===== config.mk =====
export PLATFORM = sky130hd
export DESIGN_NAME = econ_input_framer_flat
export DESIGN_NICKNAME = d
export VERILOG_FILES = /design/src/rtl/econ_input_framer_if.sv /design/src/rtl/econ_input_framer.sv /design/src/flat_wrapper.sv
export SDC_FILE = /design/constraint.sdc
export NUM_CORES = 2
export LEC_CHECK = 0
export BUFFER_PORTS_ARGS = -buffer_cell sky130_fd_sc_hd__buf_2
export CAP_MARGIN = 10
export CORE_MARGIN = 5
export CORE_UTILIZATION = 30
export CTS_CLUSTER_SIZE = 10
export DETAILED_ROUTE_END_ITERATION = 6
export GPL_ROUTABILITY_DRIVEN = 0
export SETUP_SLACK_MARGIN = 0.15
export SLEW_MARGIN = 10
export SYNTH_ARGS = -nofsm -noshare
export SYNTH_HDL_FRONTEND = slang
export SYNTH_SLANG_ARGS = --single-unit

===== constraint.sdc =====
create_clock -name clk -period 6 [get_ports clk]
set_input_delay 0 -clock clk [delete_from_list [all_inputs] [get_ports clk]]
set_output_delay 0 -clock clk [all_outputs]
set_load 0.02 [all_outputs]

===== src/rtl/econ_input_framer_if.sv =====
// Sample-in / frame-out handshake bundle between the sensor stream, the framer
// and the econV0 input_48_rsc port.
interface econ_input_framer_if #(
  parameter int SAMPLE_W  = 18,
  parameter int N_SAMPLES = 48
);
  logic [SAMPLE_W-1:0]           in_dat;
  logic                          in_sof;
  logic                          in_vld;
  logic                          in_rdy;
  logic [SAMPLE_W*N_SAMPLES-1:0] out_dat;
  logic                          out_vld;
  logic                          out_rdy;
  logic [7:0]                    frame_err_cnt;

  modport master (
    output in_dat, in_sof, in_vld, out_rdy,
    input  in_rdy, out_dat, out_vld, frame_err_cnt
  );

  modport slave (
    input  in_dat, in_sof, in_vld, out_rdy,
    output in_rdy, out_dat, out_vld, frame_err_cnt
  );
endinterface


===== src/rtl/econ_input_framer.sv =====
// Packs N_SAMPLES serial samples (sof-marked) into one frame word, with a
// one-frame holding register in front of the econV0 valid/ready input.
module econ_input_framer #(
  parameter int SAMPLE_W  = 18,
  parameter int N_SAMPLES = 48
) (
  input logic               clk,
  input logic               rst,
  econ_input_framer_if.slave bus
);
  localparam int FRAME_W = SAMPLE_W * N_SAMPLES;
  localparam int IDX_W   = $clog2(N_SAMPLES);
  localparam logic [IDX_W-1:0] LAST_IDX = IDX_W'(N_SAMPLES - 1);
  localparam logic [IDX_W-1:0] IDX_ONE  = IDX_W'(1);

  logic [FRAME_W-1:0] coll_p0;
  logic [FRAME_W-1:0] coll_wr;
  logic [IDX_W-1:0]   idx_p0;
  logic               synced_p0;
  logic [FRAME_W-1:0] hold_p1;
  logic               vld_p1;
  logic [7:0]         err_cnt;
  logic               accept;
  logic               collecting;
  logic               sync_err;
  logic               frame_done;

  function automatic logic [7:0] sat_inc(input logic [7:0] v);
    return (v == 8'hFF) ? v : v + 8'd1;
  endfunction

  // Stall only the final sample while the holding register is still occupied,
  // so a load can never collide with a drain.
  assign bus.in_rdy = !((idx_p0 == LAST_IDX) && vld_p1);

  assign accept     = bus.in_vld && bus.in_rdy;
  assign collecting = synced_p0 && (idx_p0 != '0);
  assign sync_err   = accept && (bus.in_sof ? (idx_p0 != '0) : !collecting);
  assign frame_done = accept && !bus.in_sof && collecting && (idx_p0 == LAST_IDX);

  always_comb begin
    coll_wr = coll_p0;
    coll_wr[SAMPLE_W*idx_p0 +: SAMPLE_W] = bus.in_dat;
  end

  // Stage p0: sample collector
  always_ff @(posedge clk or negedge rst) begin
    if (!rst) begin
      coll_p0   <= '0;
      idx_p0    <= '0;
      synced_p0 <= 1'b0;
    end else if (accept) begin
      if (bus.in_sof) begin
        coll_p0[SAMPLE_W-1:0] <= bus.in_dat;
        idx_p0                <= IDX_ONE;
        synced_p0             <= 1'b1;
      end else if (collecting) begin
        coll_p0 <= coll_wr;
        idx_p0  <= frame_done ? '0 : idx_p0 + IDX_ONE;
      end
    end
  end

  // Stage p1: frame holding register and sync-error counter
  always_ff @(posedge clk or negedge rst) begin
    if (!rst) begin
      hold_p1 <= '0;
      vld_p1  <= 1'b0;
      err_cnt <= '0;
    end else begin
      if (frame_done) begin
        hold_p1 <= coll_wr;
        vld_p1  <= 1'b1;
      end else if (vld_p1 && bus.out_rdy) begin
        vld_p1 <= 1'b0;
      end
      if (sync_err) begin
        err_cnt <= sat_inc(err_cnt);
      end
    end
  end

  assign bus.out_dat       = hold_p1;
  assign bus.out_vld       = vld_p1;
  assign bus.frame_err_cnt = err_cnt;
endmodule


===== src/flat_wrapper.sv =====
// flat-port wrapper written by rule: the top's interface ports become plain ports
module econ_input_framer_flat 
#(
  parameter int SAMPLE_W  = 18,
  parameter int N_SAMPLES = 48
)
  (clk, rst, bus_in_dat, bus_in_sof, bus_in_vld, bus_out_rdy, bus_in_rdy, bus_out_dat, bus_out_vld, bus_frame_err_cnt);
  econ_input_framer_if #(.SAMPLE_W(SAMPLE_W), .N_SAMPLES(N_SAMPLES)) bus_i ();
  input logic clk;
  input logic rst;
  input wire logic [$bits(bus_i.in_dat)-1:0] bus_in_dat;
  input wire logic [$bits(bus_i.in_sof)-1:0] bus_in_sof;
  input wire logic [$bits(bus_i.in_vld)-1:0] bus_in_vld;
  input wire logic [$bits(bus_i.out_rdy)-1:0] bus_out_rdy;
  output wire logic [$bits(bus_i.in_rdy)-1:0] bus_in_rdy;
  output wire logic [$bits(bus_i.out_dat)-1:0] bus_out_dat;
  output wire logic [$bits(bus_i.out_vld)-1:0] bus_out_vld;
  output wire logic [$bits(bus_i.frame_err_cnt)-1:0] bus_frame_err_cnt;
  assign bus_i.in_dat = bus_in_dat;
  assign bus_i.in_sof = bus_in_sof;
  assign bus_i.in_vld = bus_in_vld;
  assign bus_i.out_rdy = bus_out_rdy;
  assign bus_in_rdy = bus_i.in_rdy;
  assign bus_out_dat = bus_i.out_dat;
  assign bus_out_vld = bus_i.out_vld;
  assign bus_frame_err_cnt = bus_i.frame_err_cnt;
  econ_input_framer #(.SAMPLE_W(SAMPLE_W), .N_SAMPLES(N_SAMPLES)) u_core (.clk(clk), .rst(rst), .bus(bus_i));
endmodule

* Word level (Yosys, flattened, before mapping)
Cells that the tools add are included.
** Word-level totals
- Flip-flop bits (word level) :: 1744
- Bits in latches :: 0
- Memory bits (writable) :: 0
- Memory bits (read-only) :: 0
- Input bits :: 23
- Output and inout bits :: 874
- Word-level logic and storage cells :: 44
- Memories :: 0
** Operators by class
- Add/sub/neg operators :: 3
- Multiply operators :: 1
- Div/mod/pow operators :: 0
- $lt $le $gt $ge :: 0
- Equality and inequality tests :: 2
- Shifts and indexed selects :: 2
- Mux-type cells :: 9
- Bitwise gates (word level) :: 2
- Reductions and logical operators :: 18
** Operator list (count)
- 864-bit bitwise mux :: 1
- 18-bit by 34-bit variable shift with 864-bit output (first input constant) :: 1
- 18-bit by 34-bit variable part select with 864-bit output :: 1
- 18-bit 2-to-1 mux :: 2
- 11-bit negation with 34-bit output :: 1
- 6-bit 2-to-1 mux :: 3
- 4-bit by 6-bit multiplier with 10-bit output (first input constant) :: 1
- 8-bit by 1-bit adder with 8-bit output (second input constant) :: 1
- 8-bit equality test (second input constant) :: 1
- 1-bit logical AND :: 8
- 6-bit by 1-bit adder with 6-bit output (second input constant) :: 1
- 6-bit equality test (second input constant) :: 1
- 2-bit AND reduction :: 3
- 6-bit nonzero test :: 1
- 2-bit nonzero test :: 2
- 1-bit zero test :: 3
- 1-bit 2-to-1 mux :: 3
- 3-bit AND reduction :: 1
- 1-bit inverter :: 2

* Logic depth before layout (Yosys ltp)
- Depth in word-level cells :: 10
- Depth in mapped cells :: 18

* Worst setup path after synthesis
No wires, ideal clock.
- Path kind :: register to register
- From :: register u_core.idx_p0[4]
- To :: register u_core.hold_p1[846], in the netlist u_core.bus.out_dat[846]
- Library setup time :: 0.148 ns
- Arrival time :: 4.853 ns
- Data required time :: 5.852 ns
- Slack :: 0.999 ns
- Stages on the path, launching flop included :: 18
- Path through :: dfrtp_1 -> ha_1 -> ha_1 -> fa_1 -> or4_1 -> buf_2 -> nor2_1 -> buf_2 -> and3_1 -> ha_1 -> clkbuf_1 -> nand3_1 -> mux2i_1 -> clkbuf_1 -> buf_1 -> nand3_1 -> o211ai_1 -> o311ai_0
** Between the ends
- Cells in the longest elaborated chain, start to end :: 7
- Elaborated cells between the ends (all ways) :: 14
** Ends and longest elaborated chain
- from (decl) :: RTL line econ_input_framer.sv:18 : logic [IDX_W-1:0] idx_p0;
- from (signal assigned) :: RTL line econ_input_framer.sv:59 : idx_p0 <= frame_done ? '0 : idx_p0 + IDX_ONE;
- branches (longest 7 deep; another with 11-bit negation with 34-bit output)
- to (signal assigned) :: RTL line econ_input_framer.sv:72 : hold_p1 <= coll_wr;
- to (decl) :: RTL line econ_input_framer.sv:20 : logic [FRAME_W-1:0] hold_p1;
Parallel ways; which one is timed is not known.
A chain may end at the register's enable or synchronous reset.

* Final worst setup path
- From :: register u_core.idx_p0[4]
- To :: register u_core.coll_p0[7]
** Between the ends
- Cells in the longest elaborated chain, start to end :: 6
- Elaborated cells between the ends (all ways) :: 15
** Ends and longest elaborated chain
- 4-bit by 6-bit multiplier with 10-bit output :: RTL line econ_input_framer.sv:43 : coll_wr[SAMPLE_W*idx_p0 +: SAMPLE_W] = bus.in_dat;
- 11-bit negation with 34-bit output :: RTL line econ_input_framer.sv:43
- 18-bit by 34-bit variable part select with 864-bit output or 18-bit by 34-bit variable shift with 864-bit output (tied branches) :: RTL line econ_input_framer.sv:43
- 864-bit bitwise mux :: RTL line econ_input_framer.sv:43
- 18-bit 2-to-1 mux :: RTL line econ_input_framer.sv:57 : end else if (collecting) begin
- 18-bit 2-to-1 mux :: RTL line econ_input_framer.sv:53 : if (bus.in_sof) begin
- to (signal, indexed assignment) :: RTL line econ_input_framer.sv:54 : coll_p0[SAMPLE_W-1:0] <= bus.in_dat;
- to (signal assigned) :: RTL line econ_input_framer.sv:58 : coll_p0 <= coll_wr;
- to (decl) :: RTL line econ_input_framer.sv:16 : logic [FRAME_W-1:0] coll_p0;
Several ways; a longest one is shown, not always the timed one. The select of a mux whose other input is x is not followed.

==> run_results.csv <==
group,metric,value,unit
finish,fin_cells,11900,
logic_synthesis,synth_area_leader_cell,"dfrtp_1",
status,status,"completed",
routing,drtAntennaViolNets,0,
logic_synthesis,synth_area_per_cell,10.4,µm²
power,power_density,445,mW/mm²
global_routing,grt_overflow,0,
finish,layout-drive-gt1-share,28.2,%
logic_synthesis,synthFlopType,"dfrtp_1",
clocking,cts_buffers,205,
timing,finClkSkew,0.0819,ns
routing,wl_per_cell,29.4,µm
power,total_power,42.1,mW
logic_synthesis,yosysSeqAreaShare,56.2,%
logic_synthesis,synth_xor_xnor_area_share,0.221,%
place,pre_cts_slack,0.318,ns
min_path,hp-class,"input port to register",
logic_synthesis,yosysMostFrequentCell,"nand2_1",
routing,routed_via_density,5.45,
place,dpl.hpwl,257,mm
global_routing,grt_use_met1,32.5,%
critical_path,arrival,6.37,ns
critical_path,critPathMaxStageDelay,0.75,ns
clocking,cts_root_buffer,"clkbuf_16",
global_routing,grt_first_pass_wirelength,494,mm
logic_synthesis,synth_common_cells,"nand2_1 (2049), dfrtp_1 (1744), mux2_2 (743)",
critical_path,path_cells,"ha_1, ha_1, fa_1, or3b_2, a21oi_1, or2_2, and3_1, ha_4, o21ai_0, mux2i_4, buf_12, nand2_1, a2bb2oi_1, o221ai_1, dlygate4sd3_1",
timing,slew_headroom,9.79,%
clocking,clockBufferDepth,3,
global_routing,use_met2,38.3,%
logic_synthesis,synth_area_leaders,"dfrtp_1 (56%), mux2_2 (11%), nand2_1 (9.9%)",
power,p_leak,48.3,nW
place,io_buffers,896,
clocking,htree_num_levels,4,
logic_synthesis,synth_compound_area_share,8.33,%
finish,multi_input_area,0.0330,mm²
logic_synthesis,async_flop_share,100,%
timing,hold_viol,0,
finish,final_nets,8474,
global_routing,busiest_layer,"met2",
finish,fillCellCount,25600,
logic_synthesis,synth_top_family_by_area,"simple AND/OR/NAND/NOR gates",
routing,drt_iter0_drc,6621,
timing,fin_crit_sh,93.8,%
critical_path,crit_type,"register to register",
finish,post-route-util,36.8,%
logic_synthesis,synth_warnings,0,
logic_synthesis,synth_adder_area_share,0.187,%
die,core_area,0.257,mm²
timing,rsz0062_at_grt,"no",
routing,drt-total-wl,351,mm
logic_synthesis,yosys.area_share.simple,16.7,%
logic_synthesis,synth_mux_area_share,15.8,%
routing,vias,65000,
run,maxCapViolations,0,
timing,period_needed,5.63,ns
critical_path,worstPathRequired,6.75,ns
place,dpl_cell_area,0.0879,mm²
logic_synthesis,syn_inst,7469,
die,initial_core_util,30.2,%
logic_synthesis,synth.distinct_cells,89,
die,rows,186,
routing,dr.pass1.iters,6,
logic_synthesis,ys_ff_latch,1744,
finish,regArea,0.0436,mm²
timing,worstMarginPinSlew,1.34,ns
global_routing,grt_pass1_vias,65700,
global_routing,use_met3,8.06,%
critical_path,end_kind,"register",
timing,finalMaxSlewViolations,0,
place,dp_cells,11600,
timing,setup_viol,0,
global_routing,grtUsageTotal,25.3,%
timing,holdWs,0.349,ns
finish,area_growth,21.8,%
timing,setup_tns,0,ns
power,irDropWorstVdd,613,µV
global_routing,antenna_found_initial,22,
global_routing,grt_start_max_net_pins,198,
critical_path,r2r_setup_slack,0.37,ns
timing,fmax,178,MHz
critical_path,crit_path_top_delay_cell,"nand2_1",
timing,layout_setup_ws,0.373,ns
clocking,cts_tree,"yes",
die,die-width,519,µm
critical_path,start_kind,"register",
clocking,clock_latency,0.89,ns
critical_path,critical_path_peak_fanout,14,
die,dieArea,0.269,mm²
logic_synthesis,synth_nets,7503,
logic_synthesis,synth_top_cell_area_share,56.2,%
routing,drc,0,
clocking,clk_pin_slew,0.06,ns
die,die_h,519,µm
finish,fin_area,0.0946,mm²
clocking,clock_sinks,1744,
critical_path,timing.critical_path.mode_cell,"ha_1",
logic_synthesis,synth_edf_count,0,
die,io_pins,897,
logic_synthesis,synth_area,0.0777,mm²
[placed cells by master (no fill, tap or decap), types with 24 or more instances in the layout]
master / n
clkbuf_1: 32
mux2i_1: 355
nand2_1: 2048
o22ai_1: 46
o21ai_1: 34
a21oi_1: 83
dlygate4sd3_1: 49
nand4_1: 135
o211ai_1: 65
nor3_1: 85
o21ai_0: 535
buf_12: 26
clkbuf_16: 205
nand3_1: 233
a31oi_1: 48
buf_2: 896
dfrtp_1: 1742
buf_4: 265
mux2_2: 743
nor2_1: 270
or3_1: 50
nor3_2: 24
[worst max-delay path, delay by kind of cell (launching register included)]
kind                       cells  cell delay (ns)
and+or+nand+nor                4             1.66
adders and majority gates      4             1.40
AOI/OAI and AO/OA              4             1.07
buffers and inverters          2             0.75
DFF                            1             0.51
muxes                          1             0.14
[state kept, by name, summed over array words and instances (netlist names)]
register,flops
u_core.bus.frame_err_cnt,8
u_core.bus.out_dat,864
u_core.bus.out_vld,1
u_core.coll_p0,864
u_core.idx_p0,6
u_core.synced_p0,1
[routing by layer]
layer	vias to the layer above	part of all wire [%]
met5	-	0
met1	33100	41
met3	803	9.5
li1	27800	-
met2	3273	44
met4	0	5.7
[timing repair]
| item | CTS | global route |
|---|---|---|
| buffers inserted | 0 | 3 |
| gates resized for setup | 0 | 8 |
| hold endpoints to repair | 523 | 0 |
| hold buffers | 50 | 0 |
| endpoints found under the setup margin | 0 | 46 |
[path summary, 6_finish.rpt]
| path | from | to | cells past startpoint |
|---|---|---|---|
| max in group asynchronous | rst | u_core.bus.out_dat[139] | 5 |
| min reg2reg | u_core.coll_p0[126] | u_core.bus.out_dat[126] | 2 |
| max | u_core.idx_p0[4] | u_core.coll_p0[7] | 15 |
| max reg2reg | u_core.idx_p0[4] | u_core.coll_p0[7] | 15 |
| min in group asynchronous | rst | u_core.bus.out_dat[513] | 4 |
| min | bus_in_vld | u_core.synced_p0 | 4 |
[logic make-up after synthesis]
logic type,count (synthesis)
and+or+nand+nor,3024
buffers and inverters,497
adders and majority gates,11
muxes,1118
DFF,1744
xor gates and xnor gates,18
AOI/OAI and AO/OA,1057
[area by class of cell]
class	instances	share of cell area [%]
clock inverters	33	0.640
well taps	3384	4.47
flip-flops and latches	1744	46.1
diodes	22	0.0582
clock buffers	252	5.77
inverters	23	0.0912
multi-input cells	5228	34.9
repair buffers	1238	7.95
[report_power, final]
group,internal (mW),switching [mW]
combinational,3.88,13.7
sequential,12.4,0.405
clock,6.65,5.08
total,22.9,19.2
(Power assumes the default switching activity.)
